$ cat src/rtl/cond_unit.sv
// Conditional-execution stage: holds NZCV, evaluates the condition field and gates the decoder's write strobes.
// Optional performance counters (ExecCnt/SquashCnt) are built only when COND_PERF_CNT_EN is defined.
module cond_unit #(
    parameter int CNT_W = 32
) (
    input  logic             clk,
    input  logic             rst_n,
    input  logic [3:0]       Cond,
    input  logic [3:0]       ALUFlags,
    input  logic [1:0]       FlagW,
    input  logic             PCS,
    input  logic             RegW,
    input  logic             MemW,
    input  logic             Stall,
    output logic             PCSrc,
    output logic             RegWrite,
    output logic             MemWrite,
    output logic             CondEx,
    output logic [3:0]       Flags
`ifdef COND_PERF_CNT_EN
    ,
    output logic [CNT_W-1:0] ExecCnt,
    output logic [CNT_W-1:0] SquashCnt
`endif
);

    logic [3:0] flags_q;
    logic       flag_n, flag_z, flag_c, flag_v;
    logic       base_true;
    logic       commit;

    assign {flag_n, flag_z, flag_c, flag_v} = flags_q;

    // Odd condition codes are the complement of the even code below them.
    always_comb begin
        base_true = 1'b0;
        case (Cond[3:1])
            3'b000:  base_true = flag_z;
            3'b001:  base_true = flag_c;
            3'b010:  base_true = flag_n;
            3'b011:  base_true = flag_v;
            3'b100:  base_true = flag_c & ~flag_z;
            3'b101:  base_true = (flag_n == flag_v);
            3'b110:  base_true = ~flag_z & (flag_n == flag_v);
            default: base_true = 1'b1;
        endcase
    end

    assign CondEx   = base_true ^ Cond[0];
    assign commit   = CondEx & ~Stall;
    assign PCSrc    = PCS  & commit;
    assign RegWrite = RegW & commit;
    assign MemWrite = MemW & commit;
    assign Flags    = flags_q;

    // N,Z and C,V halves load independently, only from committed instructions.
    always_ff @(posedge clk or negedge rst_n) begin
        if (!rst_n) begin
            flags_q <= 4'b0000;
        end else if (commit) begin
            if (FlagW[1]) flags_q[3:2] <= ALUFlags[3:2];
            if (FlagW[0]) flags_q[1:0] <= ALUFlags[1:0];
        end
    end

`ifdef COND_PERF_CNT_EN
    always_ff @(posedge clk or negedge rst_n) begin
        if (!rst_n) begin
            ExecCnt   <= '0;
            SquashCnt <= '0;
        end else if (!Stall) begin
            if (CondEx) ExecCnt   <= ExecCnt + 1'b1;
            else        SquashCnt <= SquashCnt + 1'b1;
        end
    end
`else
    logic unused_cnt_w;
    assign unused_cnt_w = ^CNT_W;
`endif

endmodule

$ cat config.mk
export PLATFORM = sky130hd
export DESIGN_NAME = cond_unit
export DESIGN_NICKNAME = d
export VERILOG_FILES = /design/src/rtl/cond_unit.sv
export SDC_FILE = /design/constraint.sdc
export NUM_CORES = 1
export LEC_CHECK = 0
export CAP_MARGIN = 20
export CELL_PAD_IN_SITES_DETAIL_PLACEMENT = 0
export CELL_PAD_IN_SITES_GLOBAL_PLACEMENT = 2
export CORE_MARGIN = 2
export CORE_UTILIZATION = 26
export CTS_CLUSTER_SIZE = 24
export DETAILED_ROUTE_END_ITERATION = 10
export DONT_BUFFER_PORTS = 1
export PLACE_DENSITY = 0.68
export SYNTH_ARGS = -nofsm -noshare
export SYNTH_HDL_FRONTEND = slang
export SYNTH_SLANG_ARGS = --single-unit
$ cat constraint.sdc
create_clock -name clk -period 1.77 [get_ports clk]
set_input_delay 0.0885 -clock clk [delete_from_list [all_inputs] [get_ports clk]]
set_output_delay 0.0885 -clock clk [all_outputs]
set_load 0.02 [all_outputs]
==> results of run 1 <==
[report_power, final]
| part | switching [µW] | leakage [µW] | internal [µW] |
|---|---|---|---|
| clock | 51.6 | 0.0000150 | 85.5 |
| combinational | 354 | 0.000189 | 283 |
| sequential | 24.7 | 0.0000485 | 139 |
| total | 430 | 0.000252 | 508 |
[cells by family (layout without fill, tap and decap cells)]
| family | Yosys count | after routing |
|---|---|---|
| AO/OA/AOI/OAI | 16 | 16 |
| AND/OR/NAND/NOR | 15 | 15 |
| buffers and inverters | 7 | 21 |
| flip-flops | 4 | 4 |
| XOR/XNOR | 2 | 2 |
| multiplexers | 1 | 1 |
[per-layer routing]
metal / part of all wire, % / routed length (µm) / up-vias
li1: - / - / 194
met1: 38 / 457 / 183
met2: 50 / 597 / 16
met3: 8.4 / 100 / 5
met4: 3.1 / 37 / 0
met5: 0 / 0 / -
[cells in the final DEF (no fill, tap or decap)]
master         instances
clkbuf_4               3
nor2b_1                1
clkbuf_1               1
nor3b_4                3
inv_1                  7
dfrtp_2                1
o211ai_1               1
nand3b_1               1
o32ai_4                1
o21ai_0                4
xor2_1                 1
xor2_4                 1
o32ai_2                3
o21a_1                 1
nor3_1                 1
dfrtp_1                3
nand2_1                3
a21oi_1                2
o32a_4                 1
nand2b_1               2
or4b_1                 1
dlygate4sd3_1          3
or2_2                  1
mux2i_1                1
nor2_1                 2
buf_6                  1
o211a_2                1
buf_4                  6
a32o_1                 2
[layout make-up]
type	count	share of cell area [%]
clock buffers	4	4.37
repair buffers	10	14.3
inverters	7	4.37
flip-flops and latches	4	16.8
multi-input cells	34	57.0
well taps	15	3.12
[synth_stat cells (all sizes together)]
master  number
or4b         1
inv          7
mux2i        1
a32o         2
o21a         1
a21oi        2
nand3b       1
o21ai        4
nor2         2
nor2b        1
nor3b        3
o32ai        4
dfrtp        4
o32a         1
or2          1
nand2        3
o211ai       1
nor3         1
nand2b       2
o211a        1
xor2         2
[stage by stage]
step	std cells	power [µW]
floorplan	45	539
global placement	64	675
detailed placement	64	675
CTS	73	879
global route	74	997
finish	74	938
[what timing repair did]
action	CTS	global route
endpoints found under the setup margin	8	8
buffers inserted	2	1
endpoints found under the hold margin	6	0
hold buffers	3	0
gates cloned	0	0
pin swaps	1	0
resized for setup	3	3
[how the worst min path moves through the flow]
stage                     cells past startpoint       end        start  slack (ns)
after floorplan                               0  Flags[0]        rst_n       -0.21
after global placement                        0  Flags[3]        rst_n       -0.21
after detailed placement                      0  Flags[3]        rst_n       -0.21
after CTS                                     2  Flags[1]  ALUFlags[1]        0.02
after global routing                          2  Flags[1]  ALUFlags[1]        0.02
final                                         2  Flags[1]  ALUFlags[1]        0.02
[worst max-delay path, cell delays in order, from the launching register on]
cell     delay (ns)
dfrtp_2        0.39
or4b_1         0.46
o211a_2        0.16
o32a_4         0.35
xor2_4         0.19
nor3b_4        0.30
==> metrics.csv, run 1 <==
metric;value;unit
status;finished, violations left;
violated checks;setup timing;
critical path type;flip-flop to primary output;
final number of setup-violating endpoints;8;
Final Worst Setup Slack;-0.434;ns
Startpoint Class;flip-flop;
compound-cell area share of the yosys netlist;34.6;%
leading area contributor after synthesis;dfrtp_1;
Setup Total Neg Slack;-3.18;ns
starting utilization of the core area;28.7;%
maximum number of pins on one net before global-route repair;8;
dominant combinational cell family by area after synthesis;compound AO/OA/AOI/OAI gates;
storage element area;101;µm²
Initial DRC Count;4;
area of all placed cells without fillers;602;µm²
depth of the worst register-to-register path;7;
peak-usage layer in the global routing report;met2;
sequential fraction of the synthesis area;26.1;%
minimum period implied by the final worst setup slack;2.20;ns
launch instance of the worst register-to-register path;Flags[2];
die outline area;0.00180;mm²
relative slew slack;77.3;%
final hold viol count;0;
share of post-route cells with drive strength above 1;37.3;%
critical-path maximum fanout;5;
post-synthesis cell area;383;µm²
top post-synthesis cells by area;dfrtp_1 26%, o32ai_1 9.2%, inv_1 6.9%;
Post-layout nets;76;
first-pass GRT wire length;1.94;mm
highest attainable clock frequency;454;MHz
Data arrival, critical path;2.12;ns
Global Route met2 Usage;24.6;%
cells after synthesis;45;
TritonCTS clock tree;built;
via count;398;
H-tree lvl count;1;
area of the multi-input gates;343;µm²
Top Ports;24;
Max Cap Violations;0;
post-detail-place hpwl;889;µm
number of register bits inferred by synthesis;4;
vertical extent of the die;42.4;µm
vias in the first global route;447;
fraction of synthesized area in multiplexers;2.61;%
DRC violation count after routing;0;
maximum buffer depth of the clock tree;2;
areal power density over the cells;1560;mW/mm²
first-pass detailed-route iteration total;3;
slew at the pin closest to its max-slew limit;0.337;ns
Overflow after GRT;0;
number of buffers inserted by port buffering;0;
final weighted congestion of routability-driven global placement;0.773;
fill cell instance count of the final layout;144;
buffer type at the clock tree root;clkbuf_4;
Die Width;42.4;µm
IR Drop Worst-Case VDD;0.625;mV
number of different library cells in the post-synthesis netlist;22;
post-detailed-placement cell area;478;µm²
Setup crit end kind;primary output;
ANT nets after route;0;
gr usage total;14.5;%
type of the most critical hold path;input port to flip-flop;
Final Hold Slack;0.0192;ns
post-DR vias/cell;5.38;
M3 GR Usage;4.74;%
GR Layer Usage met1;14.2;%
area delta synth->final;57.2;%
Synth Warn #;0;
required time of the worst setup path;1.68;ns
Max Slew Vio Count;0;
setup repair after global routing missed its margin;true;
total core area;0.00133;mm²
standard-cell rows;13;
clock insertion delay at the later pin of the skew report;0.26;ns
share of the clock period used by the worst path after layout;125;%
average footprint of a synthesized cell;8.51;µm²
net count after synthesis;61;
Worst Setup SP;Flags[2];
setup slack, reg-to-reg;-0.38;ns
DRT Wirelength;1.19;mm
dpl ws;-0.273;ns
worst clock skew;0.0157;ns
area share of the leading cell type in the synthesized netlist;26.1;%
arithmetic-cell share of the synthesized area counting full adders, half adders and majority gates;0;%
CTS Buf Count;3;
parity-gate share of the synthesized area counting xor and xnor cells;6.54;%
static leakage;0.000252;µW
Routed wire per std cell;16.1;µm
number of antenna cells inserted;0;
flip-flop count of the largest register, all copies and words added;4;
terminus of the critical flop-to-flop path;Flags[3];
register clock-pin slew on the reported worst setup and hold paths;0.05;ns
TritonCTS sink count;4;
timing endpoint of the critical path;MemWrite;
number of antenna violations at the first check in global routing;0;
basic-gate share of the synthesized area counting and, or, nand and nor cells;23.2;%
final cell utilization of the core;45.1;%
Power figures use the tool's default switching activity.
==> run 2, diff against run 1 <==
--- a/config.mk
+++ b/config.mk
@@ -9,11 +9,11 @@
 export CELL_PAD_IN_SITES_DETAIL_PLACEMENT = 0
 export CELL_PAD_IN_SITES_GLOBAL_PLACEMENT = 2
 export CORE_MARGIN = 2
-export CORE_UTILIZATION = 26
+export CORE_UTILIZATION = 29
 export CTS_CLUSTER_SIZE = 24
 export DETAILED_ROUTE_END_ITERATION = 10
 export DONT_BUFFER_PORTS = 1
-export PLACE_DENSITY = 0.68
+export PLACE_DENSITY = 0.71
 export SYNTH_ARGS = -nofsm -noshare
 export SYNTH_HDL_FRONTEND = slang
 export SYNTH_SLANG_ARGS = --single-unit
==> constraint.sdc (replaced) <==
create_clock -name clk -period 2.3 [get_ports clk]
set_input_delay 0.115 -clock clk [delete_from_list [all_inputs] [get_ports clk]]
set_output_delay 0.115 -clock clk [all_outputs]
set_load 0.02 [all_outputs]
==> run 2 against run 1 <==
Effect of this change: the flow now finishes without violations; non-clock buffer count fell by 2; critical endpoint is now RegWrite; critical path depth rose by 1; clock skew fell by 0.0099 ns; register-to-register slack improved by 0.73 ns; highest routed layer is now met3; critical path type unchanged.
==> metrics.csv, run 2 (same netlist as run 1, synthesis figures left out) <==
metric;value;unit
status;finished clean;
highest attainable clock frequency;448;MHz
Initial DRC Count;5;
vertical extent of the die;40.3;µm
post-detail-place hpwl;835;µm
Setup crit end kind;primary output;
critical path type;flip-flop to primary output;
TritonCTS sink count;4;
number of antenna cells inserted;0;
final weighted congestion of routability-driven global placement;0.777;
Data arrival, critical path;2.12;ns
share of the clock period used by the worst path after layout;97.0;%
Worst Setup SP;Flags[2];
Post-layout nets;74;
top library cells by usage in the layout, fill and taps aside;7 x inv_1, 7 x buf_4, 4 x dfrtp_1, 4 x o21ai_0, 4 x o32ai_1;
areal power density over the cells;1160;mW/mm²
Final Worst Setup Slack;0.0689;ns
vias in the first global route;371;
share of post-route cells with drive strength above 1;30.4;%
first-pass detailed-route iteration total;4;
Post-Layout Cell Count;71;
buffer type at the clock tree root;clkbuf_4;
worst clock skew;0.00578;ns
final number of setup-violating endpoints;0;
post-DR vias/cell;5.56;
Overflow after GRT;0;
number of placed instances with taps included;67;
final total power;597;µW
final hold viol count;0;
Critical path buffers and inverters;1;
first-pass GRT wire length;1.45;mm
Max Slew Vio Count;0;
maximum buffer depth of the clock tree;2;
slowest stage delay, CP;0.46;ns
cell with the largest stage delay on the worst path;or4b_1;
number of buffers inserted by port buffering;0;
Top Ports;24;
standard-cell rows;13;
via count;395;
Max Cap Violations;0;
flip-flop count of the largest register, all copies and words added;4;
static leakage;0.000224;µW
Startpoint Class;flip-flop;
total core area;0.00127;mm²
Die Width;40.3;µm
setup repair after global routing missed its margin;true;
number of antenna violations at the first check in global routing;0;
type of the most critical hold path;input port to flip-flop;
cell-by-cell trace of the critical path;or4b_1, o211a_2, o32a_4, xor2_4, nor3b_2, buf_4;
area delta synth->final;34.0;%
die outline area;0.00163;mm²
gr usage total;14.1;%
clock insertion delay at the later pin of the skew report;0.24;ns
ANT nets after route;0;
minimum period implied by the final worst setup slack;2.23;ns
relative slew slack;81.3;%
H-tree lvl count;1;
largest delay contributor family on the critical path;simple AND/OR/NAND/NOR gates;
critical-path maximum fanout;8;
DRC violation count after routing;0;
IR Drop Worst-Case VDD;0.513;mV
launch instance of the worst register-to-register path;Flags[2];
slew at the pin closest to its max-slew limit;0.280;ns
Routed wire per std cell;14.7;µm
TritonCTS clock tree;built;
DRT Wirelength;1.05;mm
starting utilization of the core area;30.2;%
register clock-pin slew on the reported worst setup and hold paths;0.04;ns
maximum number of pins on one net before global-route repair;9;
dpl ws;0.161;ns
setup slack, reg-to-reg;0.35;ns
CTS Buf Count;3;
Setup Total Neg Slack;0;ns
HP Start;ALUFlags[0];
required time of the worst setup path;2.18;ns
==> run 2: layout make-up <==
class                      instances  area, µm²
clock buffer                       3       22.5
timing repair buffer               8       62.6
fill                             131        756
multi-input combinational         34        283
inverter                           7       26.3
tap                               15       18.8
sequential                         4        100
==> run 2: per-stage QoR <==
| step | hold WS (ns) | utilization [%] | area [µm²] |
|---|---|---|---|
| floorplan | -0.181 | - | 383 |
| global route | 0.0554 | 40.4 | 513 |
| detailed placement | -0.180 | 35.8 | 454 |
| finish | 0.0325 | 40.4 | 513 |
| CTS | 0.0303 | 40.4 | 513 |
| global placement | -0.181 | 35.8 | 454 |
==> run 2: what timing repair did <==
action / 4_1_cts / 5_1_grt
gates resized for setup: 4 / 0
endpoints found under the hold margin: 4 / 0
pin swaps: 2 / 1
buffers inserted: 0 / 0
endpoints found under the setup margin: 3 / 1
hold buffers: 1 / 0
==> run 2: worst register-to-register path: cells and delay by family, from the launching register on <==
kind / cells / cell delay (ns)
AND/OR/NAND/NOR: 1 / 0.46
XOR/XNOR: 1 / 0.20
AO/OA/AOI/OAI: 3 / 0.82
flip-flops: 1 / 0.37
==> run 2: worst paths after layout <==
kind	to	cells past startpoint
min in group asynchronous	Flags[0]	1
worst min-delay path	Flags[0]	2
max in group asynchronous	Flags[3]	1
worst max-delay path	RegWrite	6
worst min register to register	Flags[2]	3
worst max register to register	Flags[3]	5
==> run 2: where the power goes <==
part           leakage (µW)  internal [µW]  switching (µW)
Combinational      0.000161            160             225
Sequential        0.0000497            106            18.4
Clock             0.0000138           58.4            29.8
Total              0.000224            324             273
==> run 2: per-layer routing <==
layer	global-route usage (%)	routed length (µm)
met1	15.2	413
met2	23.0	543
met3	2.78	89
met4	12.5	0
met5	0	0
